==> config.mk <==
export PLATFORM = sky130hd
export DESIGN_NAME = key_press_counter_flat
export DESIGN_NICKNAME = d
export VERILOG_FILES = /design/src/rtl/key_press_counter_if.sv /design/src/rtl/key_press_counter.sv /design/src/flat_wrapper.sv
export SDC_FILE = /design/constraint.sdc
export NUM_CORES = 1
export LEC_CHECK = 0
export ABC_CLOCK_PERIOD_IN_PS = 2110
export BUFFER_PORTS_ARGS = -buffer_cell sky130_fd_sc_hd__buf_4
export CAP_MARGIN = 10
export CORE_UTILIZATION = 50
export CTS_CLUSTER_DIAMETER = 40
export CTS_CLUSTER_SIZE = 20
export DETAILED_ROUTE_END_ITERATION = 6
export PLACE_DENSITY = 0.74
export REMOVE_ABC_BUFFERS = 1
export SLEW_MARGIN = 10
export SYNTH_ARGS = -nofsm -noshare
export SYNTH_HDL_FRONTEND = slang
export SYNTH_SLANG_ARGS = --single-unit
==> constraint.sdc <==
create_clock -name CLOCK_50 -period 2.11 [get_ports CLOCK_50]
set_input_delay 0.211 -clock CLOCK_50 [delete_from_list [all_inputs] [get_ports CLOCK_50]]
set_output_delay 0.211 -clock CLOCK_50 [all_outputs]
set_load 0.01 [all_outputs]
==> src/rtl/key_press_counter_if.sv <==
// Pushbutton-to-counter bus: raw active-low keys in, debounced pulses,
// held levels and the running press count out.
// Ports: key_n[1:0] (raw, active-low), press_pulse[1:0], key_state[1:0], count[WIDTH-1:0].
// Latency: n/a (signal bundle only). Backpressure: none, outputs are free-running levels/pulses.
interface key_press_counter_if #(
   parameter int WIDTH = 8
);
   logic [1:0]       key_n;        // [0]=up, [1]=down, low = pressed
   logic [1:0]       press_pulse;  // one cycle per validated press
   logic [1:0]       key_state;    // debounced level, 1 = held
   logic [WIDTH-1:0] count;        // up/down press count

   // master drives the buttons and observes results; slave is the counter block
   modport master (
      output key_n,
      input  press_pulse,
      input  key_state,
      input  count
   );

   modport slave (
      input  key_n,
      output press_pulse,
      output key_state,
      output count
   );
endinterface

==> src/rtl/key_press_counter.sv <==
// Debounces two active-low pushbuttons and keeps a modulo-2^WIDTH up/down press count.
// Latency: key_n low -> press_pulse high after DEBOUNCE_CYCLES+3 cycles; count one cycle later.
// Backpressure: none; every validated press is counted, simultaneous up+down cancel.
// Ports: CLOCK_50 (clock), reset (sync, active-high), bus (slave modport:
//        key_n in, press_pulse/key_state/count out).
module key_press_counter #(
   parameter int DEBOUNCE_CYCLES = 1_000_000,  // must be >= 2
   parameter int WIDTH           = 8
) (
   input  logic                  CLOCK_50,
   input  logic                  reset,
   key_press_counter_if.slave    bus
);

   localparam int TW = $clog2(DEBOUNCE_CYCLES);

   typedef enum logic [1:0] {
      RELEASED     = 2'd0,
      PRESS_WAIT   = 2'd1,
      PRESSED      = 2'd2,
      RELEASE_WAIT = 2'd3
   } state_t;

   // Two-flop synchronizers; reset to 1 so a reset looks like "released".
   logic [1:0] sync1_q;
   logic [1:0] sync2_q;
   logic [1:0] press;

   always_ff @(posedge CLOCK_50) begin
      if (reset) begin
         sync1_q <= 2'b11;
         sync2_q <= 2'b11;
      end else begin
         sync1_q <= bus.key_n;
         sync2_q <= sync1_q;
      end
   end

   assign press = ~sync2_q;

   logic [1:0] pulse;
   logic [1:0] held;

   for (genvar k = 0; k < 2; k++) begin : g_key
      state_t        state_q, state_d;
      logic [TW-1:0] timer_q, timer_d;
      logic          pulse_q, pulse_d;
      logic          held_q,  held_d;
      logic          at_end;

      assign at_end = (timer_q == TW'(DEBOUNCE_CYCLES - 1));

      // State register (outputs registered alongside the state)
      always_ff @(posedge CLOCK_50) begin
         if (reset) begin
            state_q <= RELEASED;
            timer_q <= '0;
            pulse_q <= 1'b0;
            held_q  <= 1'b0;
         end else begin
            state_q <= state_d;
            timer_q <= timer_d;
            pulse_q <= pulse_d;
            held_q  <= held_d;
         end
      end

      // Next-state logic: any disagreement during a wait aborts back to the
      // previous stable state, so only an uninterrupted level is accepted.
      always_comb begin
         state_d = state_q;
         timer_d = timer_q;
         case (state_q)
            RELEASED: begin
               if (press[k]) begin
                  state_d = PRESS_WAIT;
                  timer_d = '0;
               end
            end
            PRESS_WAIT: begin
               if (!press[k])   state_d = RELEASED;
               else if (at_end) state_d = PRESSED;
               else             timer_d = timer_q + TW'(1);
            end
            PRESSED: begin
               if (!press[k]) begin
                  state_d = RELEASE_WAIT;
                  timer_d = '0;
               end
            end
            RELEASE_WAIT: begin
               if (press[k])    state_d = PRESSED;
               else if (at_end) state_d = RELEASED;
               else             timer_d = timer_q + TW'(1);
            end
            default: state_d = RELEASED;
         endcase
      end

      // Output logic: pulse only on the PRESS_WAIT->PRESSED edge, so a bounce
      // back from RELEASE_WAIT never re-fires.
      always_comb begin
         pulse_d = (state_q == PRESS_WAIT) && (state_d == PRESSED);
         held_d  = (state_d == PRESSED) || (state_d == RELEASE_WAIT);
      end

      assign pulse[k] = pulse_q;
      assign held[k]  = held_q;
   end

   // Up/down count, wrapping modulo 2^WIDTH.
   logic [WIDTH-1:0] count_q, count_d;

   always_comb begin
      count_d = count_q;
      case (pulse)
         2'b01:   count_d = count_q + WIDTH'(1);
         2'b10:   count_d = count_q - WIDTH'(1);
         default: count_d = count_q;   // neither, or both cancel
      endcase
   end

   always_ff @(posedge CLOCK_50) begin
      if (reset) count_q <= '0;
      else       count_q <= count_d;
   end

   assign bus.press_pulse = pulse;
   assign bus.key_state   = held;
   assign bus.count       = count_q;

endmodule
==> src/flat_wrapper.sv <==
// flat-port wrapper written by rule: the top's interface ports become plain ports
module key_press_counter_flat 
#(
   parameter int DEBOUNCE_CYCLES = 1_000_000,                 
   parameter int WIDTH           = 8
)
  (CLOCK_50, reset, bus_key_n, bus_press_pulse, bus_key_state, bus_count);
  key_press_counter_if #(.WIDTH(WIDTH)) bus_i ();
  input  logic CLOCK_50;
  input  logic reset;
  input wire logic [$bits(bus_i.key_n)-1:0] bus_key_n;
  output wire logic [$bits(bus_i.press_pulse)-1:0] bus_press_pulse;
  output wire logic [$bits(bus_i.key_state)-1:0] bus_key_state;
  output wire logic [$bits(bus_i.count)-1:0] bus_count;
  assign bus_i.key_n = bus_key_n;
  assign bus_press_pulse = bus_i.press_pulse;
  assign bus_key_state = bus_i.key_state;
  assign bus_count = bus_i.count;
  key_press_counter #(.DEBOUNCE_CYCLES(DEBOUNCE_CYCLES), .WIDTH(WIDTH)) u_core (.CLOCK_50(CLOCK_50), .reset(reset), .bus(bus_i));
endmodule
==> impl_results.md, run 1 <==
* Status: complete, no violations
* CP required at 2.38 ns
* Post-DP HPWL at 4900 um
* Post-Syn Instances at 378
* Setup Viol. Count Final at 0
* Endpoint, Worst Hold: u_core.sync1_q[0]
* Die ar. at 6840 um^2
* Final hold violation count at 0
* Worst hold path type: input pin to flip-flop
* Die width at 82.7 um
* CP Max Fanout at 5
* Syn avg cell area at 8.61 um^2
* Setup TNS Final at 0 ns
* Yosys Warn Count at 0
* Max_slew headroom at 0.622
* Drc violations at 0
* Vias in the first global route at 2,630
* Nets@finish at 415
* Max IR drop VDD at 0.393 mV
* DR WL/cell at 14.6 um
* Initial DRT Pass Iterations at 4
* Worst Slack Setup Final at 0.0834 ns
* Seq/Total Area, Yosys at 0.369
* Final ANT Viol Nets at 0
* Reg-to-Reg End: u_core.g_key[1].state_q[1]
* First-pass GRT wire length at 11,800 um
* P per Cell Area at 619 nW/um^2
* Num CTS Buffers at 9
* Non-filler cells, final at 483
* CTS clk-pin slew, worst paths at 0.07 ns
* Hold wc startpoint: bus_key_n[0]
* Register bit count reported by yosys at 60
* Worst-case reg-to-reg path depth at 4
* Post-synth EDFFs at 0
* CTS tree: yes
* Clock root cell: clkbuf_8
* Diodes inserted at 0
* Worst hold path cell count at 2
* DRT iter0 DRCs at 110
* GRT Overall Usage at 0.227
* Dpl ws at 0.0682 ns
* Reg2reg start: u_core.g_key[1].timer_q[6]
* Ports at 16
* Critical path cell sequence: or4_1 -> or4_4 -> or3_1 -> a21oi_2
* H-tree lvl count at 3
* Drt total wl at 7040 um
* Vias at 2,918
* Leakage power at 1.37 nW
* R2R setup slack at 0.08 ns
* Initial antenna violation count at 0
* Buffers added on ports at 15
* Via density at 6.04
* Slowest cell on crit path: or4_4
* Slew at the pin with the worst max-slew slack at 0.552 ns
* Area grow syn2layout at 14.9%
* Fill cells at 576
* Leading area contributor after synthesis: dfxtp_1
* GRT Residual Overflow at 0
* Final min period at 2.03 ns
* Inst Count DP at 467
* Initial core utilization at 0.516
* CTS Buffer Depth at 2
* Clock sinks at 60
* FFs w/ async S/R, synth at 0
* Clock latency on the worst-skew pair at 0.34 ns
* Max-slew violation count at 0
* Share of layout cells above drive strength 1 at 0.167
* Setup CP Type: flip-flop to flip-flop
* Placer Congestion at 0.804
* CP Launch Type: flip-flop
* Synth Flop Type: dfxtp_1
* Max stage delay on crit path at 0.55 ns
* Crit path from: u_core.g_key[1].timer_q[6]
* Final period util at 0.960
* Most frequent cell after synthesis: dfxtp_1
* Clk_skew at 0.00992 ns
* Cell Area, Synth at 3260 um^2
* Largest net degree at the start of global routing at 24
* Die height at 82.7 um
* Synth top area share at 0.369
* Max_cap viols at 0
* Worst endpoint data arrival time at 2.29 ns
* Top cells by area, synth: dfxtp_1, nand2_1, mux2i_1, ha_1, or4_1
* Commonest cells in the netlist: dfxtp_1, nand2_1, nand3_1
* Endpoint class of the critical path: flip-flop
* # Post-CTS Setup Buffers at 0
* Unrepaired setup endpoints after global routing: no
* Synth cell types at 53
* Max Clock Freq at 493 MHz
* Num rows at 29
* CORE AREA at 6310 um^2
placed cells by master (no fill, tap or decap), drive strengths merged, types with 3 or more instances in the layout:
| master | n |
|---|---|
| nor4b | 4 |
| nor2 | 17 |
| nand3b | 4 |
| nand2 | 41 |
| nor4bb | 3 |
| inv | 10 |
| nand3 | 20 |
| a2111o | 7 |
| xnor2 | 9 |
| ha | 9 |
| buf | 35 |
| mux2i | 12 |
| o41ai | 4 |
| or2 | 7 |
| and4 | 3 |
| o311ai | 4 |
| nor3 | 10 |
| a21oi | 16 |
| and2 | 3 |
| nor4 | 9 |
| a211oi | 3 |
| or4 | 15 |
| o21a | 6 |
| nand4 | 12 |
| or3 | 4 |
| and3 | 3 |
| o211ai | 12 |
| clkbuf | 12 |
| xor2 | 4 |
| dfxtp | 60 |
| o21ai | 12 |
| nand2b | 13 |
critical path, delay by kind of cell (launching register included):
kind	cells	cell delay, ns
and+or+nand+nor	3	1.48
DFF	1	0.34
AOI/OAI and AO/OA	1	0.15
state kept, by name (all words and copies together), names as in the netlist:
register,cells
u_core.g_key.held_q,2
u_core.g_key.state_q,4
u_core.g_key.timer_q,40
u_core.bus.count,8
u_core.sync1_q,2
u_core.sync2_q,2
u_core.g_key.pulse_q,2
power breakdown:
part	internal (W)	switching [W]
combinational	0.0000391	0.0000570
sequential	0.00114	0.00000912
clock	0.000607	0.000464
routing by layer:
metal  share of wire  wire length [um]  track usage
met2            0.47              3320        0.371
met1            0.48              3400        0.285
met5               0                 0            0
met4           0.019               133       0.0983
met3           0.025               177       0.0505
stage by stage:
stage               power, W  area (um^2)   util  hold WS, ns
floorplan            0.00122         3150      -        0.280
global placement     0.00127         3520  0.558        0.392
detailed placement   0.00127         3520  0.558        0.400
CTS                  0.00233         3720  0.590       0.0466
global route         0.00240         3740  0.592       0.0390
finish               0.00232         3740  0.592       0.0548
cell families after synthesis:
logic type,synth area share
AND/OR/NAND/NOR,0.306
AO/OA/AOI/OAI,0.165
flip-flops,0.369
buffers and inverters,0.0442
XOR/XNOR,0.0350
multiplexers,0.0404
adder cells (fa/ha/maj),0.0407
final cells by class:
class,instances,area [um^2],area share
multi-input combinational,285,1930,0.515
timing repair buffer,35,275,0.0736
tap,77,96.3,0.0258
clock buffer,12,155,0.0415
clock inverter,4,47.5,0.0127
sequential,60,1200,0.321
inverter,10,37.5,0.0100
timing repair:
action,4_1_cts,5_1_grt
hold buffers,0,0
setup endpoints to repair,0,6
gates resized for setup,0,4
how the worst max path moves through the flow:
stage | endpoint | slack, ns | cells past startpoint
after floorplan | u_core.g_key[0].timer_q[13] | 0.15 | 4
after global routing | u_core.g_key[1].state_q[1] | 0.003 | 4
final | u_core.g_key[1].state_q[1] | 0.08 | 4
after CTS | u_core.g_key[1].timer_q[18] | 0.07 | 5
after global placement | u_core.bus.count[4] | 0.13 | 8
after detailed placement | u_core.g_key[1].timer_q[15] | 0.07 | 4
(Power assumes the default switching activity.)
==> run 2: changes to the inputs <==
--- a/config.mk
+++ b/config.mk
@@ -9,9 +9,9 @@
 export BUFFER_PORTS_ARGS = -buffer_cell sky130_fd_sc_hd__buf_4
 export CAP_MARGIN = 10
-export CORE_UTILIZATION = 50
+export CORE_UTILIZATION = 29
 export CTS_CLUSTER_DIAMETER = 40
 export CTS_CLUSTER_SIZE = 20
 export DETAILED_ROUTE_END_ITERATION = 6
-export PLACE_DENSITY = 0.74
+export PLACE_DENSITY = 0.51
 export REMOVE_ABC_BUFFERS = 1
 export SLEW_MARGIN = 10
==> constraint.sdc (replaced) <==
create_clock -name CLOCK_50 -period 2.11 [get_ports CLOCK_50]
set_input_delay 0.211 -clock CLOCK_50 [delete_from_list [all_inputs] [get_ports CLOCK_50]]
set_output_delay 0.211 -clock CLOCK_50 [all_outputs]
set_load 0.02 [all_outputs]
==> run 2 against run 1 <==
Clock power up 11%. Non-clock buffer count up 2. Routed wire length up 8.5%. Power up 5.3%. Count of clock-buffer cells in the layout down 2. Sequential cell count unchanged. First-iteration DRC count up 56%. Highest routed layer unchanged.
==> impl_results.md, run 2 (same netlist as run 1, synthesis figures left out) <==
* Largest net degree at the start of global routing at 23
* Initial antenna violation count at 0
* Die ar. at 11,700 um^2
* Via density at 5.25
* Status: complete, no violations
* Drt total wl at 7640 um
* Placer Congestion at 0.772
* P per Cell Area at 632 nW/um^2
* Power Total at 0.00244 W
* DR WL/cell at 13.9 um
* CP Launch Type: flip-flop
* Clock sinks at 60
* Resized Gates After CTS at 0
* Buffers added on ports at 15
* Clock root cell: clkbuf_8
* Die height at 108 um
* Dpl ws at 0.101 ns
* CTS clk-pin slew, worst paths at 0.08 ns
* Final min period at 2.02 ns
* Max Clock Freq at 495 MHz
* Vias at 2,878
* Post-DP HPWL at 5380 um
* Max-slew violation count at 0
* Final ANT Viol Nets at 0
* CP Max Fanout at 5
* # Post-CTS Setup Buffers at 0
* Reg with most FFs: u_core.g_key.timer_q
* Worst endpoint data arrival time at 2.31 ns
* Final period util at 0.958
* CTS Buffer Depth at 2
* Share of layout cells above drive strength 1 at 0.176
* Max IR drop VDD at 0.286 mV
* Final Hold Slack at 0.0328 ns
* Post-CTS Hold Fix Bufs at 0
* Vias in the first global route at 2,713
* Worst Slack Setup Final at 0.0894 ns
* First-pass GRT wire length at 13,300 um
* Endpoint class of the critical path: flip-flop
* Worst hold path type: input pin to flip-flop
* Num CTS Buffers at 9
* Leakage power at 1.39 nW
* Slew at the pin with the worst max-slew slack at 0.506 ns
* GRT Overall Usage at 0.146
* CORE AREA at 10,900 um^2
* DRT iter0 DRCs at 172
* Clk_skew at 0.0128 ns
* GRT Residual Overflow at 0
* Most frequent cells in the layout: dfxtp_1, nand2_1, buf_4, nand3_1, nor2_1
* CP required at 2.40 ns
* Diodes inserted at 0
* Unrepaired setup endpoints after global routing: no
* Initial core utilization at 0.299
* Drc violations at 0
* Area grow syn2layout at 18.5%
* Cell area after layout at 3860 um^2
* Post-DP Area at 3600 um^2
* CTS tree: yes
* Largest register FFs at 40
* Final hold violation count at 0
* H-tree lvl count at 3
* Max_slew headroom at 0.654
* Ports at 16
* Setup Viol. Count Final at 0
* Commonest non-fill, non-tap cell in the layout: dfxtp_1
* Initial DRT Pass Iterations at 4
* Setup CP Type: flip-flop to flip-flop
* Num rows at 38
* Max_cap viols at 0
* Setup TNS Final at 0 ns
* Nets@finish at 417
* Clock latency on the worst-skew pair at 0.36 ns
* Die width at 108 um
run 2: layout make-up:
type | count | area, um^2
clock buffer | 10 | 138
tap | 140 | 175
sequential | 60 | 1200
clock inverter | 6 | 87.6
multi-input combinational | 285 | 1940
inverter | 10 | 37.5
timing repair buffer | 37 | 278
fill | 1117 | 7030
run 2: per-stage QoR:
| stage | instances | util |
|---|---|---|
| after floorplan | 355 | - |
| after global placement | 532 | 0.331 |
| after detailed placement | 532 | 0.331 |
| after CTS | 548 | 0.352 |
| after global routing | 548 | 0.354 |
| final | 548 | 0.354 |
run 2: power by group:
part	internal [W]	switching, W	leakage [nW]
Clock	0.000697	0.000496	0.116
Sequential	0.00114	0.00000890	0.485
Combinational	0.0000382	0.0000594	0.794
run 2: path summary, 6_finish.rpt:
kind                              startpoint                         end  slack (ns)  cells past startpoint
setup / recovery  u_core.g_key[1].timer_q[6]  u_core.g_key[1].state_q[1]        0.09                      4
hold / removal                  bus_key_n[0]           u_core.sync1_q[0]        0.03                      2
setup reg to reg  u_core.g_key[1].timer_q[6]  u_core.g_key[1].state_q[1]        0.09                      4
hold reg to reg            u_core.sync1_q[1]           u_core.sync2_q[1]        0.42                      1
run 2: layer usage:
metal	global-route usage	wire (um)	up-vias
met4	0.0705	159	0
met5	0	0	-
met2	0.225	3340	37
met1	0.189	3930	1364
li1	-	-	1466
met3	0.0392	217	11
run 2: critical path: stages (launching register included):
cell and delay, ns:
dfxtp_1 0.35, or4_1 0.52, or4_4 0.55, or3_1 0.40, a21oi_1 0.15
==> run 3: changes to the inputs <==
Settings changed: CORE_MARGIN set to 5, CTS_BUF_LIST set to sky130_fd_sc_hd__clkbuf_8.
==> run 3 against run 2 <==
Count of clock-buffer cells in the layout increased by 3. Die area is 15% higher. Cell count unchanged. Non-clock buffer count rose by 1. Clock power is 17% lower. Highest routed layer unchanged.
==> impl_results.md, run 3 (same netlist as run 1, synthesis figures left out) <==
* Worst Slack Setup Final at 0.0890 ns
* Hold wc startpoint: bus_key_n[1]
* Diodes inserted at 0
* Status: complete, no violations
* Inst Count DP at 533
* Slew at the pin with the worst max-slew slack at 0.650 ns
* Gr busiest metal: met2
* Die ar. at 13,400 um^2
* Met2 Usage GRT at 0.187
* Initial antenna violation count at 0
* Vias in the first global route at 2,809
* Dpl ws at 0.00852 ns
* Reg with most FFs: u_core.g_key.timer_q
* Endpoint, Worst Hold: u_core.sync1_q[1]
* Clock latency on the worst-skew pair at 0.34 ns
* Placer Congestion at 0.795
* Clock sinks at 60
* Worst hold path type: input pin to flip-flop
* Slowest cell on crit path: or4_4
* Post-DP HPWL at 5290 um
* Initial DRT Pass Iterations at 4
* Post-DP Area at 3610 um^2
* Max-slew violation count at 0
* Die width at 116 um
* CP Launch Type: flip-flop
* Worst-case reg-to-reg path depth at 4
* Clk_skew at 0.00897 ns
* Leakage power at 1.38 nW
* P per Cell Area at 586 nW/um^2
* Share of layout cells above drive strength 1 at 0.169
* Buffers added on ports at 15
* CORE AREA at 10,900 um^2
* Worst hold path cell count at 2
* Critical path cell sequence: or4_1 -> or4_4 -> or3_1 -> a21oi_1
* Commonest non-fill, non-tap cell in the layout: dfxtp_1
* Max stage delay on crit path at 0.55 ns
* Resized Gates After CTS at 2
* Via density at 5.20
* Cell area after layout at 3820 um^2
* Largest register FFs at 40
* Max Clock Freq at 495 MHz
* Post-CTS Hold Fix Bufs at 0
* CP required at 2.38 ns
* Final min period at 2.02 ns
* GRT Overall Usage at 0.121
* Clock root cell: clkbuf_8
* Num rows at 38
* Largest net degree at the start of global routing at 23
* Setup TNS Final at 0 ns
* DRT iter0 DRCs at 122
* Die height at 116 um
* CP Max Fanout at 5
* Reg-to-Reg End: u_core.g_key[1].held_q
* Endpoint class of the critical path: flip-flop
* Ports at 16
* GRT Residual Overflow at 0
* DR WL/cell at 13.5 um
* Final period util at 0.958
* Non-filler cells, final at 548
* Setup Viol. Count Final at 0
* Initial core utilization at 0.298
* Worst endpoint data arrival time at 2.29 ns
* Drt total wl at 7400 um
* First-pass GRT wire length at 13,100 um
* Num CTS Buffers at 9
* Max IR drop VDD at 0.345 mV
* Unrepaired setup endpoints after global routing: no
* # Post-CTS Setup Buffers at 0
* Final hold violation count at 0
* Max_cap viols at 0
* H-tree lvl count at 3
* Vias at 2,850
* Reg2reg start: u_core.g_key[1].timer_q[6]
* Fill cells at 1,161
* Setup CP Type: flip-flop to flip-flop
* Area grow syn2layout at 17.3%
* R2R setup slack at 0.09 ns
* GRT met3 Usage at 0.0292
* Drc violations at 0
* Final ANT Viol Nets at 0
* Most frequent cells in the layout: dfxtp_1, nand2_1, buf_4, nand3_1, nor2_1
* CTS clk-pin slew, worst paths at 0.07 ns
* CTS tree: yes
* CTS Buffer Depth at 2
* Met1 usage at 0.163
* Nets@finish at 418
* Max_slew headroom at 0.563
run 3: cell type report:
cell class              count  area (um^2)  area share
inverters                  10         37.5     0.00983
repair buffers             38          285      0.0747
flip-flops and latches     60         1200       0.314
clock inverters             2         8.76     0.00229
multi-input cells         285         1930       0.506
well taps                 140          175      0.0459
clock buffers              13          179      0.0468
run 3: through the flow:
stage               utilization  hold slack (ns)  total power, W
floorplan                     -            0.280         0.00122
global placement          0.330            0.397         0.00127
detailed placement        0.330            0.398         0.00127
CTS                       0.348           0.0325         0.00227
global route              0.349           0.0399         0.00233
finish                    0.349           0.0499         0.00224
run 3: layer usage:
metal,vias up,part of all wire
met5,-,0
met4,0,0.014
met3,9,0.037
met2,46,0.45
met1,1324,0.50
li1,1471,-
run 3: worst max path at each step:
stage,start,endpoint,slack [ns]
CTS,u_core.g_key[1].timer_q[0],u_core.g_key[1].timer_q[18],0.04
floorplan,u_core.g_key[0].state_q[1],u_core.g_key[0].timer_q[13],0.15
global placement,u_core.sync2_q[1],u_core.g_key[1].timer_q[15],0.05
detailed placement,u_core.g_key[0].pulse_q,u_core.bus.count[4],0.009
global route,u_core.g_key[0].pulse_q,u_core.bus.count[4],0.02
finish,u_core.g_key[1].timer_q[6],u_core.g_key[1].held_q,0.09
run 3: report_power, final:
group | switching (W) | total (W) | internal (W)
Sequential | 0.00000953 | 0.00115 | 0.00114
Combinational | 0.0000588 | 0.0000966 | 0.0000378
Clock | 0.000447 | 0.000990 | 0.000543
run 3: critical path, delay by kind of cell, from the launching register on:
kind	cells	cell delay, ns
simple gates	3	1.46
compound gates	1	0.15
flops	1	0.35
